`config.mk`:
```
export PLATFORM = sky130hd
export DESIGN_NAME = neuron_mac
export DESIGN_NICKNAME = d
export VERILOG_FILES = /design/src/rtl/nn_pkg.sv /design/src/rtl/neuron_act.sv /design/src/rtl/neuron_mac.sv
export SDC_FILE = /design/constraint.sdc
export NUM_CORES = 1
export LEC_CHECK = 0
export ABC_AREA = 1
export CORE_MARGIN = 4
export CORE_UTILIZATION = 35
export CTS_BUF_LIST = sky130_fd_sc_hd__clkbuf_4
export DETAILED_ROUTE_END_ITERATION = 16
export PLACE_DENSITY = 0.63
export RECOVER_POWER = 50
export SYNTH_ARGS = -nofsm -noshare
export SYNTH_HDL_FRONTEND = slang
export SYNTH_SLANG_ARGS = --single-unit
```
`constraint.sdc`:
```
create_clock -name clk -period 8.3 [get_ports clk]
set_input_delay 1.66 -clock clk [delete_from_list [all_inputs] [get_ports clk]]
set_output_delay 1.66 -clock clk [all_outputs]
set_load 0.02 [all_outputs]
```
`src/rtl/nn_pkg.sv`:
```
// Shared neuron datapath definitions: default Q-format widths, accumulator sizing,
// saturation helper and the MAC control states.
package nn_pkg;

  localparam int DATA_BITS = 16;
  localparam int FRAC_BITS = 8;

  typedef enum logic {
    ACCUM,
    DRAIN
  } state_t;

  // Wide enough that num_weights full-scale products can never overflow.
  function automatic int acc_width(input int data_bits, input int num_weights);
    return 2 * data_bits + $clog2(num_weights);
  endfunction

  function automatic logic signed [63:0] saturate(input logic signed [63:0] value,
                                                  input int bits);
    logic signed [63:0] max_val;
    logic signed [63:0] min_val;
    max_val = (64'sd1 <<< (bits - 1)) - 64'sd1;
    min_val = -(64'sd1 <<< (bits - 1));
    if (value > max_val) return max_val;
    if (value < min_val) return min_val;
    return value;
  endfunction

endpackage

```
`src/rtl/neuron_act.sv`:
```
// Combinational output stage: drops the fractional bits of the biased sum,
// clamps to the output range and optionally applies ReLU.
module neuron_act
  import nn_pkg::*;
#(
  parameter int data_bits = DATA_BITS,
  parameter int frac_bits = FRAC_BITS,
  parameter int sum_bits  = 40,
  parameter int act_relu  = 1
) (
  input  logic signed [sum_bits-1:0]  sum,
  output logic signed [data_bits-1:0] result
);

  logic signed [63:0] wide;
  logic signed [63:0] shifted;
  logic signed [63:0] clamped;

  always_comb begin
    wide    = 64'(sum);
    shifted = wide >>> frac_bits;
    clamped = saturate(shifted, data_bits);
    result  = clamped[data_bits-1:0];
    if ((act_relu != 0) && (clamped < 0)) result = '0;
  end

endmodule

```
`src/rtl/neuron_mac.sv`:
```
// Per-neuron multiply-accumulate: align, multiply, accumulate over one vector,
// then bias, shift, saturate and activate into a single result strobe.
module neuron_mac
  import nn_pkg::*;
#(
  parameter int    data_bits   = DATA_BITS,
  parameter int    frac_bits   = FRAC_BITS,
  parameter int    num_weights = 784,
  parameter int    layer_no    = 0,
  parameter int    neuron_no   = 0,
  parameter int    act_relu    = 1,
  parameter string bias_file   = "pretrained_bias.mif"
) (
  input  logic                 clk,
  input  logic                 reset,
  input  logic                 neuron_in_valid,
  input  logic [data_bits-1:0] neuron_in,
  input  logic [data_bits-1:0] weight_out,
  input  logic                 bias_valid,
  input  logic [31:0]          bias_value,
  input  logic [31:0]          config_layer_no,
  input  logic [31:0]          config_neuron_no,
  output logic                 in_ready,
  output logic [data_bits-1:0] neuron_out,
  output logic                 output_valid,
  output logic                 overrun
);

  localparam int acc_bits = acc_width(data_bits, num_weights);
  localparam int sum_bits = acc_bits + 1;
  localparam int cnt_bits = (num_weights > 1) ? $clog2(num_weights) : 1;
  localparam logic [cnt_bits-1:0] last_idx = cnt_bits'(num_weights - 1);

  state_t state;
  state_t state_next;

  logic                          accept;
  logic [cnt_bits-1:0]           in_cnt;
  logic                          s1_valid;
  logic signed [data_bits-1:0]   s1_in;
  logic                          s2_valid;
  logic signed [2*data_bits-1:0] s2_prod;
  logic signed [acc_bits-1:0]    acc;
  logic [cnt_bits-1:0]           prod_cnt;
  logic                          last;
  logic signed [data_bits-1:0]   bias_reg;
  logic signed [sum_bits-1:0]    sum;
  logic signed [data_bits-1:0]   act_result;
  logic                          unused_bits;

  assign accept = neuron_in_valid & in_ready;

  always_ff @(posedge clk) begin
    if (reset) state <= ACCUM;
    else       state <= state_next;
  end

  always_comb begin
    state_next = state;
    in_ready   = 1'b0;
    case (state)
      ACCUM: begin
        in_ready = 1'b1;
        if (accept && (in_cnt == last_idx)) state_next = DRAIN;
      end
      DRAIN: begin
        if (output_valid) state_next = ACCUM;
      end
      default: state_next = ACCUM;
    endcase
  end

  // Counts accepted samples so the FSM knows when the vector is complete.
  always_ff @(posedge clk) begin
    if (reset) begin
      in_cnt <= '0;
    end else if (accept) begin
      in_cnt <= (in_cnt == last_idx) ? '0 : in_cnt + cnt_bits'(1);
    end
  end

  always_ff @(posedge clk) begin
    if (reset) begin
      s1_valid <= 1'b0;
      s1_in    <= '0;
      s2_valid <= 1'b0;
      s2_prod  <= '0;
    end else begin
      s1_valid <= accept;
      s1_in    <= $signed(neuron_in);
      s2_valid <= s1_valid;
      s2_prod  <= s1_in * $signed(weight_out);
    end
  end

  // Accumulation never overlaps the clearing cycle thanks to the DRAIN spacing.
  always_ff @(posedge clk) begin
    if (reset) begin
      acc      <= '0;
      prod_cnt <= '0;
      last     <= 1'b0;
    end else begin
      last <= 1'b0;
      if (s2_valid) begin
        acc <= acc + acc_bits'(s2_prod);
        if (prod_cnt == last_idx) begin
          last     <= 1'b1;
          prod_cnt <= '0;
        end else begin
          prod_cnt <= prod_cnt + cnt_bits'(1);
        end
      end else if (last) begin
        acc <= '0;
      end
    end
  end

  always_comb begin
    sum = sum_bits'(acc) + (sum_bits'(bias_reg) <<< frac_bits);
  end

  neuron_act #(
    .data_bits(data_bits),
    .frac_bits(frac_bits),
    .sum_bits (sum_bits),
    .act_relu (act_relu)
  ) u_act (
    .sum   (sum),
    .result(act_result)
  );

  always_ff @(posedge clk) begin
    if (reset) begin
      neuron_out   <= '0;
      output_valid <= 1'b0;
      overrun      <= 1'b0;
    end else begin
      output_valid <= last;
      overrun      <= neuron_in_valid & ~in_ready;
      if (last) neuron_out <= act_result;
    end
  end

`ifdef pretrained
  // Bias is fixed at load time; the config bus is ignored.
  logic [data_bits-1:0] bias_mem [0:0];
  initial bias_mem[0] = '0;
  assign bias_reg    = $signed(bias_mem[0]);
  assign unused_bits = ^{bias_valid, bias_value, config_layer_no, config_neuron_no};
`else
  always_ff @(posedge clk) begin
    if (reset) begin
      bias_reg <= '0;
    end else if (bias_valid && (config_layer_no == 32'(layer_no)) &&
                 (config_neuron_no == 32'(neuron_no))) begin
      bias_reg <= $signed(bias_value[data_bits-1:0]);
    end
  end
  assign unused_bits = ^bias_value[31:data_bits];
`endif

endmodule

```
==> impl_metrics.toml <==
[clock_tree]
cts_htree_levels = 4
cts_setup_buffers = 0
tritoncts = "yes"
clockBufferDepth = 2
clk_root_buffer_cell = "clkbuf_4"
clkLatencyLatePin_ns = 0.74
hold_buffers = 0
cts_buffers = 17
clock-sinks = 148
ctsResizeCount = 0
clk_pin_slew_ns = 0.15

[logic_synthesis]
yosysWarnings = 0
syn_avg_cell_area_um2 = 6.95
synth_seq_area_share = 0.145
syn_area_um2 = 20400
ys_seq_elements = 148
syn_inst = 2934
synth_nets = 3490
synth.distinct_cells = 50

[drt]
initialDrtViolationCount = 1081
drt_pass1_iterations = 5
antenna_left = 0
wl_per_cell_um = 13.6
drc = 0
via_count = 17800
wl_um = 51800
vias_per_cell = 4.69

[sta]
fin_ws_ns = 0.915
timing.final.max_slew_violations = 119
hold_viol = 0
fmax_mhz = 135
period_needed_ns = 7.38
worst-slew-pin-transition_ns = 3.80
slew-limit-headroom = -1.53
setup_violations = 0
rsz0062_at_grt = "false"
setup_tns_ns = 0
fin_skew_ns = 0.0743
fin_crit_sh = 0.890

[cells_and_area]
largest_registers = "acc x42, s2_prod x32"
layout_commonest_cell = "inv_1"
num-nets-final = 3581
drive_above_1_share = 0.0316
largest_register_ffs = 42
final_cell_mix = "inv_1 (719), nand2_1 (689), fa_1 (264)"
area_delta_synth_final_pct = 12.1
final_cells = 3803
top_register = "acc"

[global_routing]
grt_pass1_wl_um = 87100
first_global_vias = 17700
antenna_found_initial = 1
grt_remaining_overflow = 0
grt_usage = 0.171
grt_max_degree = 75

[critical_path]
crit_path_max_fanout = 12
worstPathArrival_ns = 8.01
crit_type = "in -> reg"
rr_worst_depth = 22
worstReg2RegEnd = "s2_prod[29]$_SDFF_PP0_"
ff2ff_setup_slack_ns = 1.82
cp-end-kind = "flip-flop"
crit_path_start_kind = "input port"
rr_startpoint = "s1_in[15]$_SDFF_PP0_"
crit_required_ns = 8.93

[hold_path]
min_from = "s1_valid$_SDFF_PP0_"
hold-path-cell-count = 2
whs_endpoint = "s2_valid$_SDFF_PP0_"
hp-class = "reg -> reg"

[placement]
gp_congestion = 0.936
dpl_worst_slack_ns = 0.266
io_buffers = 134
place_inst = 3771
dp_hpwl_um = 43200

[floorplan]
die_h_um = 249
start_util = 0.353
rows = 88
dieArea_um2 = 62200
die_x_um = 249
io_pins = 151
core_um2 = 57700

[power]
powerDensity_nw_per_um2 = 227
finalPower_w = 0.00519
leakagePower_nw = 12.0
peakVddDrop_v = 0.000240

[run]
drv_cap = 2

[status]
status = "complete, but fails checks"
violations = "max-capacitance violations, max-slew violations"
==> stage by stage <==
stage,util,cell area (µm²),hold slack [ns]
after floorplan,-,20400,0.388
after global placement,0.391,22600,0.396
after detailed placement,0.391,22600,0.396
after CTS,0.396,22900,0.415
after global routing,0.396,22900,0.435
final,0.396,22900,0.407
==> power by group <==
group          total, W  switching (W)  internal, W
combinational   0.00375        0.00233      0.00141
sequential     0.000895      0.0000892     0.000806
clock          0.000546       0.000329     0.000217
==> cells in the mapped netlist, drive strengths merged <==
library cell / instances / share of area
a211oi: 4 / 0.0015
a21boi: 1 / 0.00037
a21o: 7 / 0.0026
a21oi: 244 / 0.060
a221oi: 2 / 0.00086
a22o: 1 / 0.00043
a31oi: 18 / 0.0058
and2: 3 / 0.00092
and3: 5 / 0.0015
buf: 5 / 0.0015
clkbuf: 85 / 0.016
clkinv: 3 / 0.00055
dfxtp: 148 / 0.15
fa: 264 / 0.26
ha: 160 / 0.098
inv: 719 / 0.13
nand2: 702 / 0.13
nand3: 65 / 0.017
nand3b: 6 / 0.0022
nand4: 17 / 0.0055
nor2: 206 / 0.039
nor3: 16 / 0.0042
nor3b: 1 / 0.00037
nor4: 26 / 0.0080
o2111ai: 1 / 0.00043
o211a: 1 / 0.00049
o211ai: 3 / 0.0011
o21a: 15 / 0.0055
o21ai: 152 / 0.038
o21bai: 10 / 0.0037
o221ai: 1 / 0.00043
o311ai: 1 / 0.00043
or2: 11 / 0.0035
or3: 1 / 0.00031
or4: 1 / 0.00037
xnor2: 11 / 0.0047
xor2: 18 / 0.0077
==> critical path: stages <==
cell and delay [ns]:
clkdlybuf4s50_1 0.72, buf_4 0.32, nand2_1 0.06, inv_1 0.06, fa_1 0.50, inv_1 0.05
fa_1 0.48, inv_1 0.06, fa_1 0.53, fa_1 0.53, fa_1 0.55, inv_1 0.05
fa_1 0.53, inv_1 0.04, ha_1 0.35, nand2_1 0.13, nor2_1 0.15, nand2_1 0.06
o21ai_0 0.36, nand2_1 0.09, o211ai_1 0.16, nand2_1 0.09, o211ai_1 0.13, o21ai_0 0.11
a21oi_1 0.22
==> cell type report <==
class                      count  area, µm²
fill                        6163      34800
tap                          765        957
clock inverter                13        173
inverter                     722       2710
sequential                   148       2960
antenna                        1       2.50
timing repair buffer         162       1550
clock buffer                  18        135
multi-input combinational   1974      14400
==> layer usage <==
metal	global-route usage	vias to the layer above	wire length (µm)
met4	0.0442	0	1050
met2	0.296	305	25100
met5	0	-	0
met3	0.0264	63	2120
li1	-	9111	-
met1	0.223	8344	23500
==> worst max path at each step <==
stage / cells past startpoint / endpoint / from
6_report: 25 / s2_prod[25]$_SDFF_PP0_ / weight_out[11]
5_1_grt: 24 / s2_prod[31]$_SDFF_PP0_ / weight_out[11]
4_1_cts: 24 / s2_prod[29]$_SDFF_PP0_ / weight_out[11]
3_5_place_dp: 24 / s2_prod[31]$_SDFF_PP0_ / weight_out[11]
3_3_place_gp: 24 / s2_prod[31]$_SDFF_PP0_ / weight_out[11]
2_1_floorplan: 22 / s2_prod[31]$_SDFF_PP0_ / weight_out[5]
==> kinds of logic (layout without fill, tap and decap cells) <==
logic type / Yosys count / count (layout) / share of synthesized area
and+or+nand+nor: 1060 / 1060 / 0.213
other: 0 / 1 / 0
buffers and inverters: 812 / 915 / 0.150
xor gates and xnor gates: 29 / 29 / 0.0125
adders and majority gates: 424 / 424 / 0.357
DFF: 148 / 148 / 0.145
AOI/OAI and AO/OA: 461 / 461 / 0.121
No activity file was read; power rests on OpenSTA's default activity.
